--- src/rtl/hc595_rx_if.sv ---
// hc595_rx_if: serial lines of a 74HC595 display chain.
//   ds   - serial data
//   shcp - shift clock; data taken on its rising edge
//   stcp - storage clock; frame committed on its rising edge
//   oe   - active-low output enable
// master drives the lines (driver or bench), slave observes them (receiver).
interface hc595_rx_if;
  logic ds;
  logic shcp;
  logic stcp;
  logic oe;

  modport master (output ds, shcp, stcp, oe);
  modport slave  (input  ds, shcp, stcp, oe);
endinterface

--- src/rtl/hc595_rx.sv ---
// hc595_rx: serial-to-parallel receiver for the 14-bit 74HC595 display chain.
// Rebuilds the 6-bit digit select and the 8-bit segment word from a driver's
// ds/shcp/stcp/oe stream.
//   sys_clk      in   system clock, rising edge
//   sys_rst      in   synchronous active-high reset
//   bus          in   serial lines (ds, shcp, stcp, oe), asynchronous to sys_clk
//   sel[5:0]     out  digit select, bit 0 = rightmost digit
//   seg[7:0]     out  segments {DP,G,F,E,D,C,B,A}
//   blank        out  synchronized oe; 1 = driver outputs disabled
//   frame_valid  out  1-cycle pulse, sel/seg updated this cycle
//   frame_err    out  1-cycle pulse, latch seen with a bad bit count
module hc595_rx #(
  parameter int FRAME_BITS  = 14,
  parameter int SYNC_STAGES = 2
) (
  input  logic             sys_clk,
  input  logic             sys_rst,
  hc595_rx_if.slave        bus,
  output logic [5:0]       sel,
  output logic [7:0]       seg,
  output logic             blank,
  output logic             frame_valid,
  output logic             frame_err
);

  localparam logic [3:0] FRAME_CNT = 4'(FRAME_BITS);

  logic [SYNC_STAGES-1:0] ds_sync;
  logic [SYNC_STAGES-1:0] shcp_sync;
  logic [SYNC_STAGES-1:0] stcp_sync;
  logic [SYNC_STAGES-1:0] oe_sync;
  logic                   shcp_hist;
  logic                   stcp_hist;

  logic [FRAME_BITS-1:0]  sr;
  logic [3:0]             bit_cnt;

  // Latch decision stage: captures the pre-shift frame and count verdict
  // in the cycle the stcp rise is seen, so a coincident shift cannot leak in.
  logic                   dec_valid;
  logic                   dec_err;
  logic [FRAME_BITS-1:0]  dec_word;
  logic [5:0]             sel_next;

  logic ds_s;
  logic shcp_rise;
  logic stcp_rise;

  assign ds_s      = ds_sync[SYNC_STAGES-1];
  assign shcp_rise = shcp_sync[SYNC_STAGES-1] & ~shcp_hist;
  assign stcp_rise = stcp_sync[SYNC_STAGES-1] & ~stcp_hist;
  assign blank     = oe_sync[SYNC_STAGES-1];

  // First bit shifted in ends up in the MSB and drives sel[0].
  always_comb begin
    sel_next = '0;
    for (int i = 0; i < 6; i++) begin
      sel_next[i] = dec_word[FRAME_BITS-1-i];
    end
  end

  always_ff @(posedge sys_clk) begin
    if (sys_rst) begin
      ds_sync     <= '0;
      shcp_sync   <= '0;
      stcp_sync   <= '0;
      // oe idles disabled, so blank reads 1 while held in reset.
      oe_sync     <= '1;
      shcp_hist   <= 1'b0;
      stcp_hist   <= 1'b0;
      sr          <= '0;
      bit_cnt     <= '0;
      dec_valid   <= 1'b0;
      dec_err     <= 1'b0;
      dec_word    <= '0;
      sel         <= '0;
      seg         <= '0;
      frame_valid <= 1'b0;
      frame_err   <= 1'b0;
    end else begin
      ds_sync   <= {ds_sync[SYNC_STAGES-2:0],   bus.ds};
      shcp_sync <= {shcp_sync[SYNC_STAGES-2:0], bus.shcp};
      stcp_sync <= {stcp_sync[SYNC_STAGES-2:0], bus.stcp};
      oe_sync   <= {oe_sync[SYNC_STAGES-2:0],   bus.oe};
      shcp_hist <= shcp_sync[SYNC_STAGES-1];
      stcp_hist <= stcp_sync[SYNC_STAGES-1];

      if (shcp_rise) begin
        sr <= {sr[FRAME_BITS-2:0], ds_s};
      end

      // A latch restarts the count; a coincident shift is the new frame's bit 0.
      if (stcp_rise) begin
        bit_cnt <= shcp_rise ? 4'd1 : 4'd0;
      end else if (shcp_rise && bit_cnt != 4'hF) begin
        bit_cnt <= bit_cnt + 4'd1;
      end

      dec_valid <= stcp_rise && (bit_cnt == FRAME_CNT);
      dec_err   <= stcp_rise && (bit_cnt != 4'd0) && (bit_cnt != FRAME_CNT);
      if (stcp_rise) begin
        dec_word <= sr;
      end

      frame_valid <= dec_valid;
      frame_err   <= dec_err;
      if (dec_valid) begin
        sel <= sel_next;
        seg <= dec_word[7:0];
      end
    end
  end

endmodule

--- src/flat_wrapper.sv ---
// flat-port wrapper written by rule: the top's interface ports become plain ports
module hc595_rx_flat 
#(
  parameter int FRAME_BITS  = 14,
  parameter int SYNC_STAGES = 2
)
  (sys_clk, sys_rst, sel, seg, blank, frame_valid, frame_err, bus_ds, bus_shcp, bus_stcp, bus_oe);
  hc595_rx_if bus_i ();
  input  logic sys_clk;
  input  logic sys_rst;
  output logic [5:0] sel;
  output logic [7:0] seg;
  output logic blank;
  output logic frame_valid;
  output logic frame_err;
  input wire logic [$bits(bus_i.ds)-1:0] bus_ds;
  input wire logic [$bits(bus_i.shcp)-1:0] bus_shcp;
  input wire logic [$bits(bus_i.stcp)-1:0] bus_stcp;
  input wire logic [$bits(bus_i.oe)-1:0] bus_oe;
  assign bus_i.ds = bus_ds;
  assign bus_i.shcp = bus_shcp;
  assign bus_i.stcp = bus_stcp;
  assign bus_i.oe = bus_oe;
  hc595_rx #(.FRAME_BITS(FRAME_BITS), .SYNC_STAGES(SYNC_STAGES)) u_core (.sys_clk(sys_clk), .sys_rst(sys_rst), .bus(bus_i), .sel(sel), .seg(seg), .blank(blank), .frame_valid(frame_valid), .frame_err(frame_err));
endmodule
--- config.mk ---
export PLATFORM = sky130hd
export DESIGN_NAME = hc595_rx_flat
export DESIGN_NICKNAME = d
export VERILOG_FILES = /design/src/rtl/hc595_rx_if.sv /design/src/rtl/hc595_rx.sv /design/src/flat_wrapper.sv
export SDC_FILE = /design/constraint.sdc
export NUM_CORES = 1
export LEC_CHECK = 0
export CORE_ASPECT_RATIO = 1.75
export CORE_MARGIN = 2
export CORE_UTILIZATION = 49
export DETAILED_ROUTE_END_ITERATION = 6
export HOLD_SLACK_MARGIN = 0.03
export PLACE_DENSITY = 0.75
export RECOVER_POWER = 25
export SYNTH_ARGS = -nofsm -noshare
export SYNTH_HDL_FRONTEND = slang
export SYNTH_SLANG_ARGS = --single-unit
export TNS_END_PERCENT = 30
--- constraint.sdc ---
create_clock -name sys_clk -period 1.23 [get_ports sys_clk]
set_input_delay 0.123 -clock sys_clk [delete_from_list [all_inputs] [get_ports sys_clk]]
set_output_delay 0.123 -clock sys_clk [all_outputs]
set_load 0.01 [all_outputs]
==> flow_summary.yaml, run 1 <==
sta:
  finalCritPeriodShare_pct: 97.1
  fmax_ghz: 0.837
  slew_headroom_pct: 70.8
  skew_ps: 5.66
  rsz0062_at_grt: "yes"
  worst_slack_ps: 35.8
  tightest_slew_ps: 438
  fin_crit_ps: 1190
  finalMaxSlewViolations: 0
  finalSetupViolCount: 0
  hold_viol: 0
synth:
  avgSynthCellArea_um2: 10.4
  syn_inst: 202
  synthesis.yosys.warnings: 0
  synth.ff_latch_count: 60
  netlist-cell-type-count: 30
  yosysSeqAreaShare_pct: 57.5
  syn_nets: 211
  netlist_area_mm2: 0.00209
power_and_ir_drop:
  leakagePower_nw: 1.01
  ir_worst_vdd_mv: 1.08
  power_mw: 3.79
  p_per_area_mw_per_mm2: 1480
layout:
  final_util_pct: 62.4
  final_layout_size_suffix_gt1_share_pct: 15.3
  layout.cells.non_filler: 284
  nNetsFinal: 241
  area_growth_pct: 22.6
  diodes: 0
setup_path:
  required_ps: 1470
  ff2ff_path_depth: 4
  crit_fanout: 2
  criticalPathCategory: "flop to flop"
  cp-start-kind: "flop"
  endpoint_kind: "flop"
  crit_arrival_ps: 1430
placement:
  port_buffers: 22
  dp_slack_ps: -173
  place.gp.congestion: 0.705
  hpwlAfterDp_um: 2440
  dp.cells: 270
hold_path:
  min_path_cells: 2
  hold_class: "input pin to flop"
status:
  status: "completed"
clock_network:
  cts_tree: "yes"
  clock_path_buffers: 2
  cts_buffers: 9
  clock-root-buffer: "clkbuf_8"
  insertion_delay_ps: 330
  cts_htree_levels: 3
  cts_sinks: 60
  clkTransAtPathRegs_ps: 60
grt:
  grt_util_all_layers_pct: 17.5
  grt_max_degree: 19
  grt_pass1_vias: 1381
  overflow: 0
  antenna_found_initial: 0
  grt_pass1_wl_um: 5940
route:
  vias: 1439
  drtAntennaViolNets: 0
  drt-total-wl_um: 3620
  wl_per_cell_um: 12.7
  drtIter0Drc: 24
  first_pass_iters: 4
  route.detailed.drc: 0
  via_per_inst: 5.07
die:
  die_area_mm2: 0.00483
  die_w_um: 53.4
  coreArea_mm2: 0.00411
  io_pins: 23
  die-height_um: 90.4
  num_rows: 31
  start_util_pct: 50.9
flow_run:
  cap_violations: 0
[state kept, by name, summed over array words and instances (netlist names)]
name	count
u_core.sr	14
u_core.ds_sync	2
u_core.stcp_sync	2
u_core.shcp_hist	1
u_core.stcp_hist	1
u_core.dec_word	14
u_core.frame_valid	1
u_core.oe_sync	2
u_core.bit_cnt	4
u_core.shcp_sync	2
u_core.seg	8
u_core.sel	6
u_core.dec_valid	1
u_core.dec_err	1
u_core.frame_err	1
[placed cells by master (no fill, tap or decap), types with 2 or more instances in the layout]
cell / n
a22o_1: 11
clkdlybuf4s50_1: 4
nor2b_1: 11
nand3_1: 4
dfxtp_1: 60
inv_1: 3
or2_2: 2
nand2_1: 30
clkbuf_8: 11
nor2_1: 15
nor3_1: 2
buf_4: 8
dlygate4sd2_1: 17
a22o_2: 3
ha_1: 3
clkbuf_2: 2
mux2i_1: 15
a21oi_1: 15
[worst paths after layout]
path / start / to / slack [ps]
hold / removal: bus_ds / u_core.ds_sync[0] / 340
setup reg to reg: u_core.bit_cnt[0] / u_core.bit_cnt[0] / 40
setup / recovery: u_core.bit_cnt[0] / u_core.bit_cnt[0] / 40
hold reg to reg: u_core.oe_sync[0] / u_core.oe_sync[1] / 420
[cell families after synthesis]
logic type	Yosys count	share of synthesized area (%)
AOI/OAI and AO/OA	36	12.1
adders and majority gates	3	1.80
buffers and inverters	18	4.91
DFF	60	57.5
muxes	15	7.18
and+or+nand+nor	70	16.5
[synthesized netlist by cell type]
cell      count  area, um^2
nand2b_1      1        6.26
a22o_2        3        30.0
clkbuf_1      4        15.0
and4b_1       1        10.0
or2_2         2        12.5
ha_1          3        37.5
inv_1         3        11.3
buf_2         7        35.0
nand3_1       4        20.0
mux2i_1      15         150
a31o_2        1        8.76
nand2b_4      1        13.8
buf_4         2        15.0
dfxtp_1      60        1200
buf_8         1        15.0
a22o_1       11        96.3
nor3_1        2        10.0
nor2_1       15        56.3
nor3b_4       1        18.8
nand2_1      30         113
buf_6         1        11.3
a211oi_1      1        7.51
a21oi_1      16        80.1
a211o_1       1        8.76
and2_4        1        8.76
nor2b_1      11        68.8
nor3b_1       1        7.51
a31oi_1       1        6.26
o31ai_1       1        7.51
a41oi_1       1        8.76
[critical path, stage by stage (launching register included)]
cell and delay (ps):
dfxtp_1 310, ha_1 210, a31o_2 240, a211o_1 280, o31ai_1 60
[metal layers]
metal  GRT usage [%]  part of all wire, %  up-vias
met2            26.6                   51       39
met4            15.4                  3.5        0
met5               0                    0        -
li1                -                    -      736
met1            17.9                   40      653
met3            6.13                  5.7       11
[layout make-up]
class / count / area (um^2)
Fill cell: 368 / 1550
Clock buffer: 12 / 155
Multi-Input combinational cell: 124 / 806
Inverter: 3 / 11.3
Clock inverter: 2 / 35.0
Timing Repair Buffer: 34 / 294
Tap cell: 49 / 61.3
Sequential cell: 60 / 1200
[per-stage QoR]
stage          instance area (um^2)  setup TNS [ps]  hold WS (ps)
3_5_place_dp                   2400           -2420           405
3_3_place_gp                   2400           -1790           395
6_report                       2560               0           336
4_1_cts                        2560               0           323
5_1_grt                        2560           -4.26           343
2_1_floorplan                  2090               0           227
[repair_timing]
item | in CTS | in global routing
hold buffers | 0 | 0
hold endpoints to repair | 0 | 0
setup buffers | 0 | 0
gates resized for setup | 17 | 3
endpoints found under the setup margin | 17 | 3
[power breakdown]
group / leakage, nW / switching, mW / internal (mW)
sequential: 0.485 / 0.00734 / 1.96
clock: 0.0983 / 0.677 / 1.02
combinational: 0.431 / 0.0694 / 0.0546
Note: power is estimated with default switching activity, not from simulation.
==> inputs of run 2 (changes only) <==
Settings changed: CORE_ASPECT_RATIO 1.75 to 0.7, CORE_UTILIZATION 49 to 40, PLACE_DENSITY 0.75 to 0.63, SKIP_CTS_REPAIR_TIMING set to 1.
==> run 2 against run 1 <==
Worst setup slack improved by 36 ps. Register-to-register slack improved by 40 ps. Critical endpoint unchanged. Non-clock buffer count increased by 3. Critical path depth unchanged. Largest cell class unchanged. Combinational power increased by 4%. Sequential power about the same. Fmax increased by 3.1%. Cell area increased by 4.9%. Worst hold slack improved by 4.3 ps. Sequential share of layout area decreased by 2.2 points. Clock skew increased by 2.4 ps.
==> flow_summary.yaml, run 2 (synthesis results as in run 1) <==
sta:
  fin_crit_ps: 1160
  tightest_slew_ps: 473
  finalCritPeriodShare_pct: 94.2
  skew_ps: 8.02
  hold_viol: 0
  slew_headroom_pct: 68.5
  finalSetupViolCount: 0
  fin_hold_ws_ps: 341
  finalMaxSlewViolations: 0
  fmax_ghz: 0.864
power_and_ir_drop:
  p_clk_share_pct: 48.0
  leakagePower_nw: 1.17
  power_mw: 4.03
  p_seq_share_pct: 48.8
  ir_worst_vdd_mv: 0.867
  internal_power_mw: 3.17
  p_per_area_mw_per_mm2: 1500
  p_sw_share_pct: 21.5
  p_switching_mw: 0.867
  combPwrFrac_pct: 3.2
placement:
  hpwlAfterDp_um: 2460
  port_buffers: 22
  placed_cell_area_mm2: 0.00243
  dp.cells: 293
  place.gp.congestion: 0.772
hold_path:
  hold_class: "input pin to flop"
  hp-start: "bus_ds"
route:
  wl_per_cell_um: 12.3
  drtIter0Drc: 97
  drt-total-wl_um: 3790
  first_pass_iters: 4
  vias: 1455
  drtAntennaViolNets: 0
  route.detailed.drc: 0
  via_per_inst: 4.71
layout:
  final_cell_mix: "dfxtp_1 (60), nand2_1 (30), a21oi_1 (16)"
  diodes: 0
  layout.cells.non_filler: 309
  nFillCells: 463
  biggestRegsByFlops: "u_core.dec_word: 14 flops, u_core.sr: 14 flops, u_core.seg: 8 flops"
  final_util_pct: 54.7
  final_layout_size_suffix_gt1_share_pct: 17.5
  design_area_mm2: 0.00269
  regArea_mm2: 0.00120
  final_common_cell: "dfxtp_1"
  nNetsFinal: 244
  multi_input_area_um2: 810
  area_growth_pct: 28.7
clock_network:
  cts_htree_levels: 3
  clock-root-buffer: "clkbuf_8"
  clock_path_buffers: 2
  insertion_delay_ps: 340
  clkTransAtPathRegs_ps: 70
  cts_sinks: 60
  cts_tree: "yes"
  cts_buffers: 9
grt:
  met3_usage_pct: 6.05
  use_met1_pct: 18.0
  grt_pass1_vias: 1413
  grt.busiest_layer: "met2"
  overflow: 0
  grt_pass1_wl_um: 6400
  antenna_found_initial: 0
  met2_usage_pct: 21.2
  grt_max_degree: 21
  grt_util_all_layers_pct: 14.4
flow_run:
  cap_violations: 0
die:
  die-height_um: 64.5
  coreArea_mm2: 0.00491
  die_w_um: 90.4
  num_rows: 21
  die_area_mm2: 0.00583
  start_util_pct: 42.6
  io_pins: 23
status:
  status: "completed"
setup_path:
  rr_startpoint: "u_core.bit_cnt[0]"
  ff2ff_setup_slack_ps: 70
  criticalPathCategory: "flop to flop"
  required_ps: 1490
  endpoint_kind: "flop"
  crit_fanout: 2
  crit_arrival_ps: 1420
  cp-start-kind: "flop"
  worstSetupStartpoint: "u_core.bit_cnt[0]"
run 2: layout make-up:
class | instances | area share [%]
repair buffers | 37 | 13.3
clock inverters | 7 | 3.77
clock buffers | 9 | 4.60
multi-input cells | 124 | 30.1
well taps | 69 | 3.21
inverters | 3 | 0.419
flip-flops and latches | 60 | 44.7
run 2: power groups by stage:
| stage | combinational [mW] | clock (mW) | sequential, mW |
|---|---|---|---|
| floorplan | 0.0864 | 0 | 2.01 |
| finish | 0.129 | 1.94 | 1.97 |
| global route | 0.143 | 2.08 | 1.97 |
| CTS | 0.131 | 1.99 | 1.97 |
| detailed placement | 0.130 | 0 | 2.01 |
| global placement | 0.129 | 0 | 2.01 |
run 2: critical path, cell delays in order (launching register included):
cell     delay, ps
dfxtp_1        320
ha_2           180
a31o_2         240
a211o_1        280
o31ai_1         60
run 2: metrics by stage:
step	setup TNS, ps	setup slack [ps]
finish	0	71.9
global route	-9.05	-9.05
CTS	-1930	-132
detailed placement	-3690	-118
global placement	-3070	-96.7
floorplan	0	18.6
run 2: path summary, 6_finish.rpt:
check                           cells after the start                 to
worst max register to register                      4  u_core.bit_cnt[0]
worst min register to register                      1  u_core.oe_sync[1]
worst max-delay path                                4  u_core.bit_cnt[0]
worst min-delay path                                2  u_core.ds_sync[0]
run 2: routing by layer:
metal	part of all wire, %	vias up
met1	52	660
met2	40	37
met4	1.8	0
li1	-	750
met5	0	-
met3	5.9	8
==> inputs of run 3 (changes only) <==
Settings changed: CORE_UTILIZATION 40 to 45, PLACE_DENSITY 0.63 to 0.7.
==> run 3 against run 2 <==
Cell count down 5.2%. Sequential power is essentially flat. Clock skew decreased by 3.6 ps. Sequential share of layout area grew 0.65 points. Flip-flop and latch count unchanged. Routed wire length fell by 2.9%. Clock power increased by 4%. Combinational power fell by 8%. Non-clock buffer count down 2. Die area shrank 11%. Power is 1.8% higher. Critical path type unchanged.
==> flow_summary.yaml, run 3 (synthesis results as in run 1) <==
die:
  die_w_um: 85.5
  die_area_mm2: 0.00522
  num_rows: 20
  io_pins: 23
  coreArea_mm2: 0.00440
  die-height_um: 61.0
  start_util_pct: 47.5
grt:
  grt_util_all_layers_pct: 16.2
  grt.busiest_layer: "met2"
  overflow: 0
  use_met1_pct: 21.4
  met3_usage_pct: 8.58
  met2_usage_pct: 22.2
  grt_pass1_vias: 1309
  antenna_found_initial: 0
  grt_max_degree: 22
  grt_pass1_wl_um: 6110
sta:
  finalSetupViolCount: 0
  finalMaxSlewViolations: 0
  hold_viol: 0
  slew_headroom_pct: 70.6
  rsz0062_at_grt: "no"
  finalCritPeriodShare_pct: 94.2
  tightest_slew_ps: 442
  skew_ps: 4.41
  fin_hold_ws_ps: 349
  fmax_ghz: 0.863
  fin_crit_ps: 1160
layout:
  diodes: 0
  layout.cells.non_filler: 293
  biggestRegsByFlops: "u_core.dec_word: 14 flops, u_core.sr: 14 flops, u_core.seg: 8 flops"
  area_growth_pct: 26.8
  nNetsFinal: 242
  final_layout_size_suffix_gt1_share_pct: 16.4
  design_area_mm2: 0.00265
  final_cell_mix: "dfxtp_1 (60), nand2_1 (30), a21oi_1 (16)"
  final_common_cell: "dfxtp_1"
clock_network:
  cts_htree_levels: 3
  cts_tree: "yes"
  clock-root-buffer: "clkbuf_8"
  clkTransAtPathRegs_ps: 60
  clock_path_buffers: 2
  insertion_delay_ps: 330
  cts_sinks: 60
  cts_buffers: 9
flow_run:
  cap_violations: 0
power_and_ir_drop:
  ir_worst_vdd_mv: 1.32
  p_per_area_mw_per_mm2: 1550
  leakagePower_nw: 1.19
placement:
  dp.cells: 277
  place.gp.congestion: 0.757
  placed_cell_area_mm2: 0.00239
  port_buffers: 22
  hpwlAfterDp_um: 2420
setup_path:
  cp-start-kind: "flop"
  crit_fanout: 3
  path_cells: "ha_2, a31o_2, a211o_1, o31ai_1"
  endpoint_kind: "flop"
  crit_path_top_delay_cell: "dfxtp_1"
  required_ps: 1480
  crit_arrival_ps: 1400
  slowest_delay_ps: 310
  criticalPathCategory: "flop to flop"
route:
  drtIter0Drc: 96
  vias: 1409
  via_per_inst: 4.81
  drt-total-wl_um: 3680
  drtAntennaViolNets: 0
  route.detailed.drc: 0
  first_pass_iters: 4
  wl_per_cell_um: 12.6
hold_path:
  hold_class: "input pin to flop"
status:
  status: "completed"
-- run 3: changes by cell type in the layout (fill, tap and decap cells not counted), sizes merged --
cell | before | now
clkdlybuf4s50 | 4 | 5
clkdlybuf4s25 | 5 | 4
dlygate4sd3 | 1 | 0
dlymetal6s2s | 12 | 13
buf | 14 | 11
clkinv | 3 | 2
clkbuf | 10 | 14
clkinvlp | 2 | 0
-- run 3: layout make-up --
| cell class | instances | area [um^2] |
|---|---|---|
| well taps | 55 | 68.8 |
| flip-flops and latches | 60 | 1200 |
| inverters | 3 | 11.3 |
| repair buffers | 35 | 345 |
| fillers | 394 | 1750 |
| clock inverters | 4 | 70.1 |
| clock buffers | 12 | 165 |
| multi-input cells | 124 | 790 |
-- run 3: final timing paths --
check,startpoint,end,slack (ps),depth (start not counted)
hold reg to reg,u_core.oe_sync[0],u_core.oe_sync[1],410,1
setup reg to reg,u_core.bit_cnt[0],u_core.bit_cnt[0],70,4
hold / removal,bus_ds,u_core.ds_sync[0],350,2
setup / recovery,u_core.bit_cnt[0],u_core.bit_cnt[0],70,4
-- run 3: worst max-delay path: cells and delay by family (launching register included) --
family,cells,cell delay (ps)
flip-flops,1,310
AO/OA/AOI/OAI,3,570
adder cells (fa/ha/maj),1,190
-- run 3: through the flow --
step           total power [mW]  setup TNS [ps]  utilization [%]  setup WS (ps)
2_1_floorplan              2.10               0                -           18.6
3_3_place_gp               2.13           -1580             54.2           -113
3_5_place_dp               2.13           -1910             54.2           -141
4_1_cts                    4.16           -1710             59.5           -116
5_1_grt                    4.27               0             60.2           12.3
6_report                   4.11               0             60.2           71.2
-- run 3: layer usage --
layer | routed length [um] | up-vias
met4 | 23 | 0
met3 | 271 | 2
met1 | 1860 | 624
met2 | 1520 | 42
li1 | - | 741
met5 | 0 | -
-- run 3: where the power goes --
group	internal (mW)	leakage (nW)	switching, mW	total, mW
combinational	0.0515	0.578	0.0675	0.119
clock	1.30	0.122	0.720	2.02
sequential	1.96	0.485	0.00693	1.97
total	3.31	1.19	0.795	4.11
